File: src/rtl/ibus_wait_responder.sv
// Instruction-bus responder: serves naive_mips ibus reads from a synchronous-read memory with WAIT_CYCLES extra stall cycles.
// Optional protocol checker enabled by defining IBUS_ABORT_CHECK_EN (drives the sticky abort_err flag).
module ibus_wait_responder #(
  parameter int ADDR_WIDTH  = 11,
  parameter int WAIT_CYCLES = 4
) (
  input  logic                  clk,
  input  logic                  rst_n,
  input  logic [31:0]           ibus_address,
  input  logic                  ibus_read,
  input  logic                  ibus_write,
  input  logic [3:0]            ibus_byteenable,
  input  logic [31:0]           ibus_wrdata,
  output logic [31:0]           ibus_rddata,
  output logic                  ibus_stall,
  output logic [ADDR_WIDTH-1:0] mem_addr,
  output logic                  mem_en,
  input  logic [31:0]           mem_rdata,
  output logic                  abort_err
);

  localparam int CNT_RAW = $clog2(WAIT_CYCLES + 1);
  localparam int CNT_W   = (CNT_RAW > 0) ? CNT_RAW : 1;
  localparam logic [CNT_W-1:0] CNT_LAST = CNT_W'((WAIT_CYCLES > 0) ? WAIT_CYCLES - 1 : 0);
  localparam bit ZERO_WAIT = (WAIT_CYCLES == 0);

  typedef enum logic [1:0] {IDLE, FETCH, WAIT, DONE} state_t;

  state_t                state_reg, state_next;
  logic [ADDR_WIDTH-1:0] addr_reg;
  logic [31:0]           data_reg;
  logic [31:0]           rddata_reg;
  logic [CNT_W-1:0]      cnt_reg;
  logic [ADDR_WIDTH-1:0] live_addr;

  assign live_addr   = ibus_address[ADDR_WIDTH+1:2];
  assign mem_addr    = (state_reg == IDLE) ? live_addr : addr_reg;
  assign ibus_stall  = ibus_read && (state_reg != DONE) && rst_n;
  assign ibus_rddata = rddata_reg;

  always_comb begin
    state_next = state_reg;
    mem_en     = 1'b0;
    case (state_reg)
      IDLE: begin
        if (ibus_read) begin
          mem_en     = rst_n;
          state_next = FETCH;
        end
      end
      FETCH: begin
        if (!ibus_read)     state_next = IDLE;
        else if (ZERO_WAIT) state_next = DONE;
        else                state_next = WAIT;
      end
      WAIT: begin
        if (!ibus_read)               state_next = IDLE;
        else if (cnt_reg == CNT_LAST) state_next = DONE;
      end
      DONE:    state_next = IDLE;
      default: state_next = IDLE;
    endcase
  end

  // The output word is only published on entry to DONE, so an aborted fetch leaves it untouched.
  always_ff @(posedge clk) begin
    if (!rst_n) begin
      state_reg  <= IDLE;
      addr_reg   <= '0;
      data_reg   <= '0;
      rddata_reg <= '0;
      cnt_reg    <= '0;
    end else begin
      state_reg <= state_next;
      case (state_reg)
        IDLE: begin
          if (ibus_read) addr_reg <= live_addr;
        end
        FETCH: begin
          if (ibus_read) begin
            data_reg <= mem_rdata;
            cnt_reg  <= '0;
            if (ZERO_WAIT) rddata_reg <= mem_rdata;
          end
        end
        WAIT: begin
          cnt_reg <= cnt_reg + CNT_W'(1);
          if (state_next == DONE) rddata_reg <= data_reg;
        end
        default: ;
      endcase
    end
  end

`ifdef IBUS_ABORT_CHECK_EN
  logic abort_reg;
  logic in_flight;

  assign in_flight = (state_reg == FETCH) || (state_reg == WAIT);

  always_ff @(posedge clk) begin
    if (!rst_n) begin
      abort_reg <= 1'b0;
    end else if (ibus_write || (in_flight && (!ibus_read || (live_addr != addr_reg)))) begin
      abort_reg <= 1'b1;
    end
  end

  assign abort_err = abort_reg;
`else
  assign abort_err = 1'b0;
`endif

  logic unused_inputs;
  assign unused_inputs = ^{ibus_byteenable, ibus_wrdata, ibus_write,
                           ibus_address[31:ADDR_WIDTH+2], ibus_address[1:0]};

endmodule

File: config.mk
export PLATFORM = sky130hd
export DESIGN_NAME = ibus_wait_responder
export DESIGN_NICKNAME = d
export VERILOG_FILES = /design/src/rtl/ibus_wait_responder.sv
export SDC_FILE = /design/constraint.sdc
export NUM_CORES = 1
export LEC_CHECK = 0
export BUFFER_PORTS_ARGS = -buffer_cell sky130_fd_sc_hd__buf_2
export CORE_MARGIN = 4
export CORE_UTILIZATION = 43
export CTS_BUF_LIST = sky130_fd_sc_hd__clkbuf_8
export CTS_CLUSTER_DIAMETER = 60
export DETAILED_ROUTE_END_ITERATION = 12
export PLACE_DENSITY = 0.79
export SYNTH_ARGS = -nofsm -noshare
export SYNTH_HDL_FRONTEND = slang
export SYNTH_SLANG_ARGS = --single-unit
File: constraint.sdc
create_clock -name clk -period 1.48 [get_ports clk]
set_clock_uncertainty 0.15 [all_clocks]
set_input_delay 0.148 -clock clk [delete_from_list [all_inputs] [get_ports clk]]
set_output_delay 0.148 -clock clk [all_outputs]
set_load 0.05 [all_outputs]
### Word level (Yosys, flattened, before mapping)

Index checks and enable logic that the tools add are counted.

* add/sub/neg operators: 1
* equality and inequality tests: 7
* muxes and demuxes: 10
* reductions and logical operators: 8

Operators with widths (number)
* $mux 11: 1
* $mux 2: 4
* $pmux 2 s4: 1
* $reduce_and 2->1: 4
* $eq 2x2->1 const B: 3
* $pmux 3 s2: 1
* $ne 2x2->1 const B: 2
* $add 3x1->3 const B: 1
* $eq 3x2->1 const B: 1
* $mux 3: 1
* $eq 2x1->1 const B: 1
* $logic_and 1x1->1: 2
* $logic_not 2->1: 1
* $mux 1: 2
* $reduce_bool 2->1: 1

* register bits: 80
* input port bits: 104
* output and inout bits: 46
* word-level logic and storage cells: 31

### Depth between registers and ports, before layout

Gate-level depths: netlist of run 1.

* depth in word-level cells: 6
* depth in mapped cells: 7
* mapped depth without buffers: 5

### Worst setup path before layout of run 1

OpenSTA, ideal clock, no wires.

* kind: in2out
* start point: in rst_n
* end point: out mem_en
* arrival: 1.619 ns
* data required time: 1.182 ns
* setup slack: -0.437 ns
* stages: 4
* path buffers: 2
* cell sequence: buf_2 > buf_2 > nand2_1 > nor3_1

* word-level cells in the longest chain between the ends: 2

Ends and longest elaborated chain
* from (decl): line 8 `input logic rst_n,`
* $mux 1: line 46 `if (ibus_read) begin`
* $mux 1: line 44 `case (state_reg)`
* to (decl): line 17 `output logic mem_en,`

Every way passes these cells.

### Final worst setup path of run 1

* start point: reg state_reg[1]
* end point: out mem_addr[10]

* word-level cells in the longest chain between the ends: 2

Ends and longest elaborated chain
* from (decl): line 29 `state_t state_reg, state_next;`
* from (signal assigned): line 74 `state_reg <= state_next;`
* $logic_not 2->1: line 37 `assign mem_addr = (state_reg == IDLE) ? live_addr : addr_reg;`
* $mux 11: line 37
* to (decl): line 16 `output logic [ADDR_WIDTH-1:0] mem_addr,`

Every way passes these cells.

==> results by group, run 1 <==
Power and ir drop
  • Internal power contribution: between 3 and 4 mW
  • Power consumption: 4.71 mW
  • Relative contribution of the clock network to total power: a little over a third
  • Static leakage: about 2.2 nW
  • VDD IR max: between 600 and 700 µV
  • Power spent charging and discharging nets: 1.23 mW
  • Sw Ratio: a little over a quarter
  • Power per unit of standard cell area: roughly 860 mW/mm²
  • Combinational share of power: 17.5%
  • Sequential share of power: 47.2%

Yosys
  • Fraction of registers with async set/reset: 0%
  • Post-Syn Nets: ~450
  • Area fraction in and, or, nand and nor cells after synthesis: 20.3%
  • Number of synthesized flops with an enable pin: 0
  • Prevailing post-synth register cell: dfxtp_1
  • Main combinational cell family by area after synthesis: simple AND/OR/NAND/NOR gates
  • Seq/Total Area, Yosys: between 50% and 60%
  • Mux cell area share after synthesis: under 10%
  • Synth Cell Area: around 0.0030 mm²
  • Leading cell types by total area after synthesis: dfxtp_1 53%, nand3_1 12%, o21ai_0 11%, nand2_1 5.5%, buf_6 4.4%
  • Post-Syn Area per Cell: 8.96 µm²
  • Warnings from Yosys: 0
  • Xor and xnor fraction of the mapped netlist area: 0.575%
  • Number of instances in the synthesized netlist: 340
  • Post-synthesis cell type with the largest combined area: dfxtp_1
  • Top-area cell type share of the netlist area: 52.6%
  • Count of unique library cells instantiated by Yosys: 26
  • #FFs+latches synth: 80
  • Share of the synthesized area in compound gates (AO/OA/AOI/OAI): 13.1%
  • Post-synthesis adder-cell area fraction: less than 1%

Global routing
  • Largest net degree at the start of global routing: 75
  • Met3 global-route usage: between 5 and 6%
  • Global-route total usage across every layer: 20.9%
  • Global-route wire length before repair: 14200 µm
  • Number of antenna violations at the first check in global routing: 0
  • Global route total overflow: 0
  • Via count of the first global-routing pass: slightly above 3000
  • GR Layer Usage met1: 23.8%
  • Global-route layer with the greatest usage: met2
  • Met2 capacity usage during global routing: between 30% and 40%

CTS
  • Clock buffer depth: 2
  • TritonCTS clock tree: yes
  • Clk pin slew, worst setup/hold paths: 0.08 ns
  • Worst-skew pair later-pin latency: roughly 0.34 ns
  • CTS H-tree depth: 3
  • Number of clock sinks: 80
  • Number of buffers added by the clock tree synthesis step: 9
  • Clock root buffer: clkbuf_8

STA
  • Max-slew violations: 0
  • Worst path setup slack after routing: -0.284 ns
  • Max Clk Rate: 0.567 GHz
  • Part of the cycle the worst path needs: 119%
  • Number of failing setup endpoints in the final timing report: 86
  • Setup repair after global routing missed its margin: yes
  • Min cycle time layout: between 1.5 and 2 ns
  • Number of endpoints with negative hold slack in the final report: 0
  • Total Neg Setup Slack: -9.26 ns

Worst setup path
  • Crit path max-delay family: flip-flops
  • CP arrival: around 1.5 ns
  • Path type of the worst setup path: flip-flop to output port
  • CP peak stage delay: around 0.36 ns
  • Worst path buffer plus inverter count: 2
  • Critical Path Sink Type: output port
  • Cell chain of the critical path: nor2_4 -> buf_6 -> mux2_4 -> buf_8
  • Maximum net fanout on the critical path: 7
  • Crit path max-delay cell type: dfxtp_4
  • Required time at the endpoint of the critical path: 1.18 ns
  • Worst-case register-to-register setup slack: -0.19 ns
  • Category of the worst setup path launch point: flip-flop

Detailed routing
  • Total wire length after detailed routing: 10200 µm
  • Post-detailed-route wirelength per cell: roughly 17 µm
  • Number of vias in the routed layout: roughly 3100
  • Number of DRC markers in iteration 0: 120
  • Residual DRC: 0
  • Count of TritonRoute iterations in the first routing pass: 4
  • Average vias per placed instance: about 5.2
  • Number of routed nets with antenna violations: 0

Layout
  • Most frequent cells in the layout: 76 x dfxtp_1, 76 x buf_2, 47 x o21ai_1
  • Register area: 0.00161 mm²
  • Area taken by multi-input logic gates: 0.00173 mm²
  • Inserted Diodes: 0
  • Fillcell total: 406
  • Final-stage net count: around 600
  • Share of post-route cells with drive strength above 1: 50.1%
  • P&R area growth vs syn: 79.3%

Job
  • Max-cap viol count: 0

Hold path
  • Type of the worst min-delay path: input pin to flip-flop

Status
  • Failing checks: setup timing
  • Status: finished with violations

Placement
  • Half-perimeter wire length of the detailed placement result: ~4400 µm
  • Port-buffer cells: 90
  • Final RePlAce weighted congestion: just over 0.7

Floorplanning
  • Number of cell rows: 30
  • Total core area: approximately 0.0068 mm²
  • Die Area: 0.00850 mm²
  • Horizontal die dimension: between 90 and 100 µm
  • Initial Utilization: approximately 45%
  • DIE HEIGHT: around 90 µm
  • Io pins: 150
cells in the mapped netlist, drive strengths merged (2+ instances only):
library cell / number
ha: 2
buf: 26
nand3: 75
dfxtp: 80
clkbuf: 7
nand2: 45
xnor2: 2
nor2: 5
mux2: 11
o21ai: 75
cells by family (layout without fill, tap and decap cells):
| logic type | count (synthesis) | count (layout) |
|---|---|---|
| buffers and inverters | 34 | 197 |
| AOI/OAI and AO/OA | 78 | 78 |
| muxes | 12 | 12 |
| xor gates and xnor gates | 2 | 2 |
| other | 1 | 1 |
| DFF | 80 | 80 |
| adders and majority gates | 2 | 2 |
| and+or+nand+nor | 131 | 131 |
tightest hold or removal path, cell delays in order:
cell	delay (ns)
buf_4	0.18
nand2_1	0.08
o21ai_1	0.05
worst paths after layout:
check               start      endpoint  depth (start not counted)
max reg2reg  state_reg[1]  data_reg[22]                          7
min reg2reg   addr_reg[3]   addr_reg[3]                          2
max          state_reg[1]  mem_addr[10]                          4
min                 rst_n   addr_reg[1]                          3
metrics by stage:
step           worst slack (ns)  hold WS (ns)  std cells  util (%)  instance area [µm²]
2_1_floorplan           -0.0401         0.128        340         -                 3060
4_1_cts                  -0.282        0.0130        583      72.3                 4940
5_1_grt                  -0.342        0.0235        599      80.0                 5460
6_report                 -0.284        0.0145        599      80.0                 5460
3_5_place_dp             -0.118         0.221        506      52.0                 3550
3_3_place_gp            -0.0154         0.214        506      52.0                 3550
repair_timing:
action,in CTS,in global routing
endpoints found under the setup margin,56,79
pin swaps,33,13
hold buffers,44,0
gates cloned,9,8
setup buffers,8,9
resized for setup,149,88
endpoints found under the hold margin,44,0
per-layer routing:
metal	wire, µm	share of wire, %
met1	4030	39
met2	5470	53
met3	472	4.6
met4	270	2.6
met5	0	0
power groups by stage:
stage | combinational [mW] | clock [mW] | sequential (mW)
2_1_floorplan | 0.334 | 0 | 2.27
3_3_place_gp | 0.450 | 0 | 2.27
3_5_place_dp | 0.459 | 0 | 2.27
4_1_cts | 0.691 | 1.66 | 2.22
5_1_grt | 0.868 | 1.78 | 2.23
6_report | 0.824 | 1.66 | 2.22
final cells by class:
type / instances / area share [%]
Timing Repair Buffer: 180 / 32.7
Clock inverter: 5 / 1.01
Inverter: 1 / 0.0687
Clock buffer: 11 / 2.77
Sequential cell: 80 / 29.5
Tap cell: 96 / 2.20
Multi-Input combinational cell: 226 / 31.7
Power figures use the tool's default switching activity.
==> inputs of run 2 (changes only) <==
ABC_CLOCK_PERIOD_IN_PS = 1480   (was not set)
MAX_ROUTING_LAYER = met4   (was not set)
==> results by group, run 2 (synthesis results as in run 1) <==
Status
  • Status: finished with violations (unchanged)
  • Failing checks: setup timing (unchanged)

Floorplanning
  • Number of cell rows: 30 (unchanged)
  • Total core area: 0.00683 mm² (unchanged)
  • Die Area: 0.00850 mm² (unchanged)
  • DIE HEIGHT: 92.2 µm (unchanged)
  • Io pins: 150 (unchanged)
  • Initial Utilization: 44.6% (unchanged)
  • Horizontal die dimension: 92.2 µm (unchanged)

Worst setup path
  • CP peak stage delay: 0.36 ns (about the same)
  • Number of cells on the worst reg-to-reg path: 7 (unchanged)
  • Cell chain of the critical path: nor2_4 -> buf_6 -> mux2_4 -> buf_8 (unchanged)
  • Critical Path Sink Type: output port (unchanged)
  • Worst R2R Start: state_reg[1] (unchanged)
  • CP arrival: 1.46 ns (was 1.47 ns)
  • Path type of the worst setup path: flip-flop to output port (unchanged)
  • Number of gates on the worst path with buffers counted: 4 (unchanged)
  • Worst path buffer plus inverter count: 2 (unchanged)
  • Maximum net fanout on the critical path: 7 (unchanged)
  • R2r endpoint: data_reg[22] (unchanged)
  • Required time at the endpoint of the critical path: 1.18 ns (about the same)
  • Worst-case register-to-register setup slack: -0.20 ns (was -0.19 ns)
  • Critical path endpoint: mem_addr[10] (unchanged)
  • Launch point of the critical path: state_reg[1] (unchanged)
  • Category of the worst setup path launch point: flip-flop (unchanged)
  • Crit path max-delay cell type: dfxtp_4 (unchanged)
  • Crit path max-delay family: flip-flops (unchanged)

Layout
  • Area taken by multi-input logic gates: 0.00173 mm² (unchanged)
  • Share of post-route cells with drive strength above 1: 50.1% (unchanged)
  • Fillcell total: 413 (was 406)
  • Register area: 0.00161 mm² (unchanged)
  • P&R area growth vs syn: 79.3% (unchanged)
  • Inserted Diodes: 0 (unchanged)
  • Final Instance Count excl. Fillers: 599 (unchanged)
  • Most frequent cells in the layout: 76 x dfxtp_1, 76 x buf_2, 47 x o21ai_1 (unchanged)
  • Share of the core filled with cells: 80.0% (unchanged)
  • Final-stage net count: 604 (unchanged)
  • Layout Cell Area excl Fill: 0.00546 mm² (unchanged)

Global routing
  • Via count of the first global-routing pass: 3039 (was 3038)
  • Number of antenna violations at the first check in global routing: 0 (unchanged)
  • Global-route wire length before repair: 14200 µm (about the same)
  • Global route total overflow: 0 (unchanged)
  • Largest net degree at the start of global routing: 75 (unchanged)
  • Global-route total usage across every layer: 21.5% (was 20.9%)

CTS
  • TritonCTS clock tree: yes (unchanged)
  • Number of clock sinks: 80 (unchanged)
  • Number of buffers added by the clock tree synthesis step: 9 (unchanged)
  • CTS H-tree depth: 3 (unchanged)
  • Clk pin slew, worst setup/hold paths: 0.08 ns (about the same)
  • Clock root buffer: clkbuf_8 (unchanged)
  • Clock buffer depth: 2 (unchanged)
  • Worst-skew pair later-pin latency: 0.34 ns (about the same)

STA
  • Min cycle time layout: 1.76 ns (about the same)
  • Max-slew violations: 0 (unchanged)
  • Total Neg Setup Slack: -9.08 ns (was -9.26 ns)
  • Worst hold margin: 0.0134 ns (was 0.0145 ns)
  • Number of endpoints with negative hold slack in the final report: 0 (unchanged)
  • Part of the cycle the worst path needs: 119% (about the same)
  • Setup repair after global routing missed its margin: yes (unchanged)
  • Number of failing setup endpoints in the final timing report: 86 (unchanged)
  • Max Clk Rate: 0.568 GHz (was 0.567 GHz)
  • Worst path setup slack after routing: -0.281 ns (was -0.284 ns)

Detailed routing
  • Number of vias in the routed layout: 3118 (was 3141)
  • Total wire length after detailed routing: 10300 µm (was 10200 µm)
  • Count of TritonRoute iterations in the first routing pass: 4 (unchanged)
  • Number of routed nets with antenna violations: 0 (unchanged)
  • Number of DRC markers in iteration 0: 132 (was 120)
  • Residual DRC: 0 (unchanged)
  • Post-detailed-route wirelength per cell: 17.1 µm (about the same)
  • Average vias per placed instance: 5.21 (was 5.24)

Placement
  • Placement Setup Slack: -0.118 ns (unchanged)
  • Area of placed instances: 0.00355 mm² (unchanged)
  • Inst Count DP: 506 (unchanged)
  • Port-buffer cells: 90 (unchanged)
  • Final RePlAce weighted congestion: 0.712 (was 0.704)
  • Half-perimeter wire length of the detailed placement result: 4400 µm (unchanged)

Job
  • Max-cap viol count: 0 (unchanged)

Power and ir drop
  • Static leakage: 2.18 nW (unchanged)
  • Relative contribution of the clock network to total power: 35.3% (about the same)
  • Internal power contribution: 3.47 mW (about the same)
  • Sw Ratio: 26.2% (about the same)
  • Power per unit of standard cell area: 862 mW/mm² (about the same)
  • VDD IR max: 663 µV (about the same)
  • Sequential share of power: 47.2% (about the same)
  • Power consumption: 4.71 mW (about the same)
  • Power spent charging and discharging nets: 1.24 mW (was 1.23 mW)
  • Combinational share of power: 17.5% (about the same)

Hold path
  • Type of the worst min-delay path: input pin to flip-flop (unchanged)
[run 2: cell counts in the layout (fill, tap and decap cells not counted)]
Identical to the previous run, type by type.
[run 2: layer usage]
layer | track usage (%) | wire (µm) | part of all wire, %
met5 | - | 0 | 0
met4 | 6.93 | 234 | 2.3
met3 | 5.41 | 365 | 3.6
met2 | 37.3 | 5440 | 53
met1 | 24.3 | 4210 | 41
[run 2: worst min-delay path by stage]
stage,startpoint,end,depth (start not counted)
floorplan,ibus_address[2],addr_reg[0],2
global placement,mem_rdata[1],data_reg[1],3
detailed placement,mem_rdata[29],data_reg[29],3
CTS,rst_n,addr_reg[1],3
global route,rst_n,addr_reg[10],3
finish,rst_n,addr_reg[1],3
[run 2: area by class of cell]
class                           count  share of cell area [%]
Sequential cell                    80                    29.5
Multi-Input combinational cell    226                    31.7
Tap cell                           96                    2.20
Timing Repair Buffer              180                    32.7
Clock buffer                       11                    2.77
Inverter                            1                  0.0687
Clock inverter                      5                    1.01
[run 2: worst min-delay path: stages]
cell and delay (ns):
buf_4 0.18, nand2_1 0.08, o21ai_1 0.05
[run 2: timing repair]
action,in CTS,in global routing
resized for setup,149,88
buffers inserted,8,9
cloned,9,8
hold endpoints to repair,44,0
setup endpoints to repair,56,79
hold buffers,44,0
pin swaps,33,13
[run 2: power by group through the flow]
stage	Clock (mW)	Sequential, mW	Combinational, mW
floorplan	0	2.27	0.334
global placement	0	2.27	0.450
detailed placement	0	2.27	0.459
CTS	1.66	2.22	0.691
global route	1.79	2.23	0.865
finish	1.66	2.22	0.823
